===== src/rtl/tlc_rr_timed.sv =====
// Timed round-robin traffic light controller: Moore FSM (GREEN/YELLOW/ALL_RED)
// with min/max green, fixed yellow and all-red clearance, and a latched next owner.
module tlc_rr_timed #(
  parameter int NUM_DIR    = 2,
  parameter int TW         = 8,
  parameter int MIN_GREEN  = 4,
  parameter int MAX_GREEN  = 8,
  parameter int YELLOW_CYC = 2,
  parameter int RED_CYC    = 1
) (
  input  logic                 clk,
  input  logic                 reset_n,
  input  logic [NUM_DIR-1:0]   T,
  output logic [2*NUM_DIR-1:0] L,
  output logic [1:0]           active_dir,
  output logic [1:0]           phase
);

  typedef enum logic [1:0] {
    GREEN   = 2'b00,
    YELLOW  = 2'b01,
    ALL_RED = 2'b10
  } state_t;

  localparam logic [TW-1:0] MIN_T = TW'(MIN_GREEN - 1);
  localparam logic [TW-1:0] MAX_T = TW'(MAX_GREEN - 1);
  localparam logic [TW-1:0] YEL_T = TW'(YELLOW_CYC - 1);
  localparam logic [TW-1:0] RED_T = TW'(RED_CYC - 1);

  state_t        state, nxt_state;
  logic [TW-1:0] timer, nxt_timer;
  logic [1:0]    target, nxt_target, nxt_dir;
  logic [NUM_DIR-1:0] rot;
  logic          self_req, other_req;
  logic [1:0]    search;

  function automatic logic [2*NUM_DIR-1:0] lights(input state_t s, input logic [1:0] d);
    logic [2*NUM_DIR-1:0] l;
    for (int unsigned i = 0; i < NUM_DIR; i++) begin
      if (s != ALL_RED && 2'(i) == d)
        l[2*i +: 2] = (s == GREEN) ? 2'b00 : 2'b01;
      else
        l[2*i +: 2] = 2'b10;
    end
    return l;
  endfunction

  // rot[k] is the request of direction (active_dir + k) mod NUM_DIR, so the
  // round-robin search walks rot upward; the descending loop keeps the first hit.
  always_comb begin : req_scan
    logic [2:0] sum;
    rot       = NUM_DIR'({T, T} >> active_dir);
    self_req  = rot[0];
    other_req = |rot[NUM_DIR-1:1];
    search    = active_dir;
    sum       = '0;
    for (int unsigned k = NUM_DIR - 1; k >= 1; k--) begin
      if (rot[k]) begin
        sum = {1'b0, active_dir} + 3'(k);
        if (sum >= 3'(NUM_DIR))
          sum = sum - 3'(NUM_DIR);
        search = 2'(sum);
      end
    end
  end

  always_comb begin : next_state
    nxt_state  = state;
    nxt_target = target;
    nxt_dir    = active_dir;
    case (state)
      GREEN: begin
        if (other_req && ((timer >= MIN_T && !self_req) || timer >= MAX_T)) begin
          nxt_state  = YELLOW;
          nxt_target = search;
        end
      end
      YELLOW: begin
        if (timer == YEL_T)
          nxt_state = ALL_RED;
      end
      ALL_RED: begin
        if (timer == RED_T) begin
          nxt_state = GREEN;
          nxt_dir   = target;
        end
      end
      default: nxt_state = GREEN;
    endcase
    if (nxt_state != state)
      nxt_timer = '0;
    else if (timer == '1)
      nxt_timer = timer;
    else
      nxt_timer = timer + TW'(1);
  end

  always_ff @(posedge clk) begin
    if (!reset_n) begin
      state      <= GREEN;
      timer      <= '0;
      active_dir <= '0;
      target     <= '0;
      L          <= lights(GREEN, 2'b00);
    end else begin
      state      <= nxt_state;
      timer      <= nxt_timer;
      active_dir <= nxt_dir;
      target     <= nxt_target;
      L          <= lights(nxt_state, nxt_dir);
    end
  end

  assign phase = state;

endmodule


===== config.mk =====
export PLATFORM = sky130hd
export DESIGN_NAME = tlc_rr_timed
export DESIGN_NICKNAME = d
export VERILOG_FILES = /design/src/rtl/tlc_rr_timed.sv
export SDC_FILE = /design/constraint.sdc
export NUM_CORES = 1
export LEC_CHECK = 0
export BUFFER_PORTS_ARGS = -buffer_cell sky130_fd_sc_hd__buf_4
export CORE_ASPECT_RATIO = 1.2
export CORE_MARGIN = 5
export CORE_UTILIZATION = 41
export DETAILED_ROUTE_END_ITERATION = 8
export GPL_TIMING_DRIVEN = 1
export HOLD_SLACK_MARGIN = 0.03
export PLACE_DENSITY = 0.6
export SYNTH_ARGS = -nofsm -noshare
export SYNTH_HDL_FRONTEND = slang
export SYNTH_SLANG_ARGS = --single-unit

===== constraint.sdc =====
create_clock -name clk -period 1.87 [get_ports clk]
set_input_delay 0.374 -clock clk [delete_from_list [all_inputs] [get_ports clk]]
set_output_delay 0.374 -clock clk [all_outputs]
set_load 0.03 [all_outputs]

# Word level (Yosys, flattened, before mapping)
# Cells that the tools add are included.
# totals
wordCells	46
in_bits	4
register_bits	18
output_inout_bits	8
# op_classes
n_eq_ne	7
n_shift	1
order_cmp	3
reduce_logical	14
mux	10
n_addsub	3
bitwise_logic	1
# ops
op	n
$mux W2	8
$add A8 B1 Y8 const B	1
$eq A8 B1 Y1 const B	1
$eq A8 B8 Y1 const B	1
$ge A8 B2 Y1 const B	1
$ge A8 B3 Y1 const B	1
$logic_not A8 Y1	1
$logic_not A2 Y1	3
$pmux W2 S3	1
$reduce_and A2 Y1	3
$logic_and A1 B1 Y1	4
$shr A4 B2 Y2	1
$add A2 B1 Y3 const B	1
$ge A3 B2 Y1 const B	1
$eq A1 B2 Y1 const A	1
$eq A2 B1 Y1 const B	1
$eq A2 B2 Y1 const B	1
$ne A2 B2 Y1	1
$ne A2 B2 Y1 const B	1
$reduce_or A2 Y1	1
$sub A2 B2 Y2 const B	1
$logic_not A1 Y1	1
$logic_or A1 B1 Y1	1
$mux W1	1
$not A1 Y1	1

# Logic depth before layout (Yosys ltp)
# logic_depth
word_depth	10
ltp_mapped	7
ltp_nobuf	6

# Least setup slack after synthesis
# No wires, ideal clock.
# synth_timing
path_kind	register -> register
from	register active_dir[0]
to	register timer[0]
t_required_ps	1740
slack_ps	204
n_path_buf	0
path_stages_with_launch	5
arrival_time_ps	1536
synth_period_minus_slack_ps	1666
path_cell_list	dfxtp_1 mux2_1 o2111a_2 o21ai_4 nor3_1
# synth_via
elab_chain_len	9
# synth_rtl
element	line	rtl
start: declaration	15	output logic [1:0] active_dir,
start signal: assignment	108	active_dir <= nxt_dir;
$shr A4 B2 Y2 (*)	52	rot = NUM_DIR'({T, T} >> active_dir);
$logic_not A1 Y1	73	if (other_req && ((timer >= MIN_T && !self_req) || timer >= MAX_T)) begin
$logic_and A1 B1 Y1	73	
$logic_or A1 B1 Y1	73	
$logic_and A1 B1 Y1 (*)	73	
$mux W2 (*)	73	
$pmux W2 S3 (*)	71	case (state)
$ne A2 B2 Y1 (*)	90	if (nxt_state != state)
$reduce_or A2 Y1 (no line) (*)	n/a	
end signal: assignment	107	timer <= nxt_timer;
end: declaration	31	logic [TW-1:0] timer, nxt_timer;
# Mark *: on every way between the ends. The rest lies on a longest branch, timed or not.
# A chain may end at the register's enable or synchronous reset.

# Worst setup path in the final report
# layout_timing
from	register timer[0]
to	register L[0]
# layout_via
elab_chain_len	9
# layout_rtl
element	line	rtl
$ge A8 B2 Y1	73	
$logic_and A1 B1 Y1	73	
$logic_or A1 B1 Y1	73	
$logic_and A1 B1 Y1	73	
$mux W2	73	
$pmux W2 S3	71	
$ne A2 B2 Y1	40	if (s != ALL_RED && 2'(i) == d)
$logic_and A1 B1 Y1	40	
$reduce_and A2 Y1 (no line)	n/a	
end signal: assignment	104	L <= lights(GREEN, 2'b00);
end signal: assignment	110	L <= lights(nxt_state, nxt_dir);
end: declaration	14	output logic [2*NUM_DIR-1:0] L,
# Several ways; a longest one is shown, not always the timed one.

==> results by group <==
Status
  – Status: finished clean

Setup path
  – CP Data Required Time: 2.06 ns
  – Crit Path Max Fanout: 4
  – Critical Path Source Type: flop
  – Critical path origin: timer[0]$_SDFFE_PP0P_
  – Worst setup EP type: flop
  – Crit Path Class: reg -> reg
  – Worst Reg-to-Reg Cells: 6
  – Crit path DAT: 1.86 ns
  – FF-to-FF Start: timer[0]$_SDFFE_PP0P_

Logic synthesis
  – Sequential fraction of the synthesis area: 0.3711
  – Cell with the most instances after synthesis: dfxtp_1
  – EDFF count, synth: 0
  – Post-Synth XOR/XNOR Area: 0.01804
  – Synth top cells by count: dfxtp_1 (18), nor3_1 (8), nor2b_1 (7)
  – Avg Inst Size Synth: 9.907 um^2
  – Area contributors post-synth: dfxtp_1 (37%), mux2i_1 (6.2%), nor2b_1 (4.5%), nor3_1 (4.1%), ha_1 (3.9%)
  – Yosys reg bits: 18
  – Adder-cell share of the synthesized area: 0.03866
  – Post-synthesis mux area share: 0.1005
  – Simple-gate area share of the yosys netlist: 0.2539
  – Netlist cell types: 41
  – Compound-Gate Fraction of Synth Area: 0.1791
  – Ys async rst share: 0
  – Ys flop type: dfxtp_1
  – Main combinational cell family by area after synthesis: simple AND/OR/NAND/NOR gates
  – Mapped Area: 970.9 um^2
  – Synth Net Count: 105
  – Synth warn: 0
  – Top cell type's share of synthesized area: 0.3711
  – Post-Syn Instances: 98
  – Leading area contributor after synthesis: dfxtp_1

Timing
  – Worst slew pin tran: 0.3430 ns
  – Clock Skew: 0.005599 ns
  – Final Hold Viols: 0
  – Final setup fails: 0
  – Max-Slew Margin vs Limit: 0.7710
  – Final min period: 1.671 ns
  – F_max: 0.5985 GHz
  – Setup tns final: 0 ns
  – Final Max Slew Viols: 0
  – RSZ-0062 raised after global routing: false
  – Tcrit/Tclk final: 0.8935
  – Setup slack after layout: 0.1991 ns

CTS
  – Post-CTS Repair Setup Buffers: 0
  – CTS Hold Buffers Added: 0
  – Total CTS buffers: 3
  – Clock Root Buffer: clkbuf_4
  – Clock sinks: 18
  – Max H-tree Level: 1
  – Clock Tree Buf Depth: 2
  – Resized cells post-CTS: 0
  – CTS tree: done
  – Clock slew at reported path FFs: 0.10 ns
  – Clock latency on the worst-skew pair: 0.28 ns

Cells and area
  – Layout cell share with drive strength beyond 1: 0.2202
  – Number of nets in the layout: 118
  – Area Overhead vs Synth: 12.50%
  – ANT cells: 0
  – Fillers: 236
  – Cell area after layout: 1092 um^2
  – Final core utilization: 0.4786

Floorplanning
  – Die X: 54.43 um
  – Chip height: 63.31 um
  – Full die area: 3446 um^2
  – Starting Density: 0.4254
  – FP Rows: 19
  – Io pins: 12
  – Core Box Area: 2282 um^2

Drt
  – Final WL: 1.797 mm
  – Wire per inst: 12.84 um
  – Routed via count: 730
  – Routed Antenna Nets: 0
  – # DRC: 0
  – Drt pass-1 iters: 4
  – Via density: 5.214
  – Initial DRC count: 13

Min path
  – Worst hold path type: in -> reg
  – HP Start: reset_n
  – Cells on Worst Hold Path: 2

GRT
  – Met3 usage: 0.02123
  – Vias in the first global route: 670
  – Largest net degree at the start of global routing: 12
  – Antenna violations before repair: 0
  – Met2 Resource Use GR: 0.1871
  – Final global-route overflow total: 0
  – Top Usage Layer GRT: met2
  – Global Route Usage Sum: 0.1127
  – First-pass GRT wire length: 2.918 mm
  – Met1 usage in global routing: 0.1362

Power and ir drop
  – PnR Total Power: 0.0007035 W
  – P_leak: 0.4116 nW
  – Max rail drop VDD: 395.4 uV
  – Cell Pwr Density: 644.0 nW/um^2

Run
  – Max Cap Viol: 0

Placement
  – Dpl ws: 0.2102 ns
  – Port Buf Inserts: 11
  – Dpl cell area: 1070 um^2
  – GPL Wtd Cong: 0.7941
  – DP Wirelength: 1.381 mm
layout make-up:
| class | instances | area [um^2] | area share |
|---|---|---|---|
| sequential | 18 | 360.3 | 0.3299 |
| timing repair buffer | 11 | 82.58 | 0.07560 |
| inverter | 4 | 15.01 | 0.01375 |
| tap | 31 | 38.79 | 0.03551 |
| multi-input combinational | 73 | 573.1 | 0.5246 |
| clock buffer | 3 | 22.52 | 0.02062 |
stage by stage:
step,cells,hold WS (ns)
finish,140,0.3898
CTS,140,0.3780
floorplan,98,0.4434
global placement,137,0.4642
detailed placement,137,0.4669
global route,140,0.3888
path summary, 6_finish.rpt:
path / slack [ns] / to
worst min-delay path: 0.39 / phase[0]$_SDFF_PN0_
worst max-delay path: 0.20 / L[0]$_SDFF_PN0_
worst min register to register: 0.48 / target[1]$_SDFFE_PN0P_
worst max register to register: 0.20 / L[0]$_SDFF_PN0_
cells in the final DEF, fill, tap and decap left out, types with 3 or more instances in the layout:
cell and instances:
nor2b_1 7, inv_1 4, nor3_1 8, nor2_1 6, clkbuf_4 3, nand2_1 6
ha_1 3, nand3_1 3, dfxtp_1 18, buf_4 11, mux2i_1 6
flip-flops by register name (all words and copies together) (netlist names):
register    count
timer           8
target          2
active_dir      2
L               4
phase           2
routing by layer:
metal / wire length [um] / vias up / part of all wire
met5: 0 / - / 0
met4: 17 / 0 / 0.0095
met3: 74 / 2 / 0.041
met2: 858 / 11 / 0.48
met1: 846 / 340 / 0.47
li1: - / 377 / -
critical path, stage by stage (launching register included):
cell	delay (ns)
dfxtp_1	0.35
inv_1	0.09
ha_1	0.14
nor2b_1	0.19
and4_1	0.36
mux2_4	0.33
o211a_1	0.12
kinds of logic (layout without fill, tap and decap cells):
kind of cell	Yosys count	after routing
AO/OA/AOI/OAI	17	17
XOR/XNOR	2	2
adder cells (fa/ha/maj)	3	3
buffers and inverters	7	18
flip-flops	18	18
multiplexers	9	9
AND/OR/NAND/NOR	42	42
power breakdown:
| group | switching [W] | internal [W] | total (W) | leakage (nW) |
|---|---|---|---|---|
| Sequential | 0.0000139 | 0.000396 | 0.000410 | 0.146 |
| Clock | 0.000108 | 0.0000746 | 0.000183 | 0.0138 |
| Combinational | 0.0000597 | 0.0000507 | 0.000110 | 0.252 |
Power figures use the tool's default switching activity.
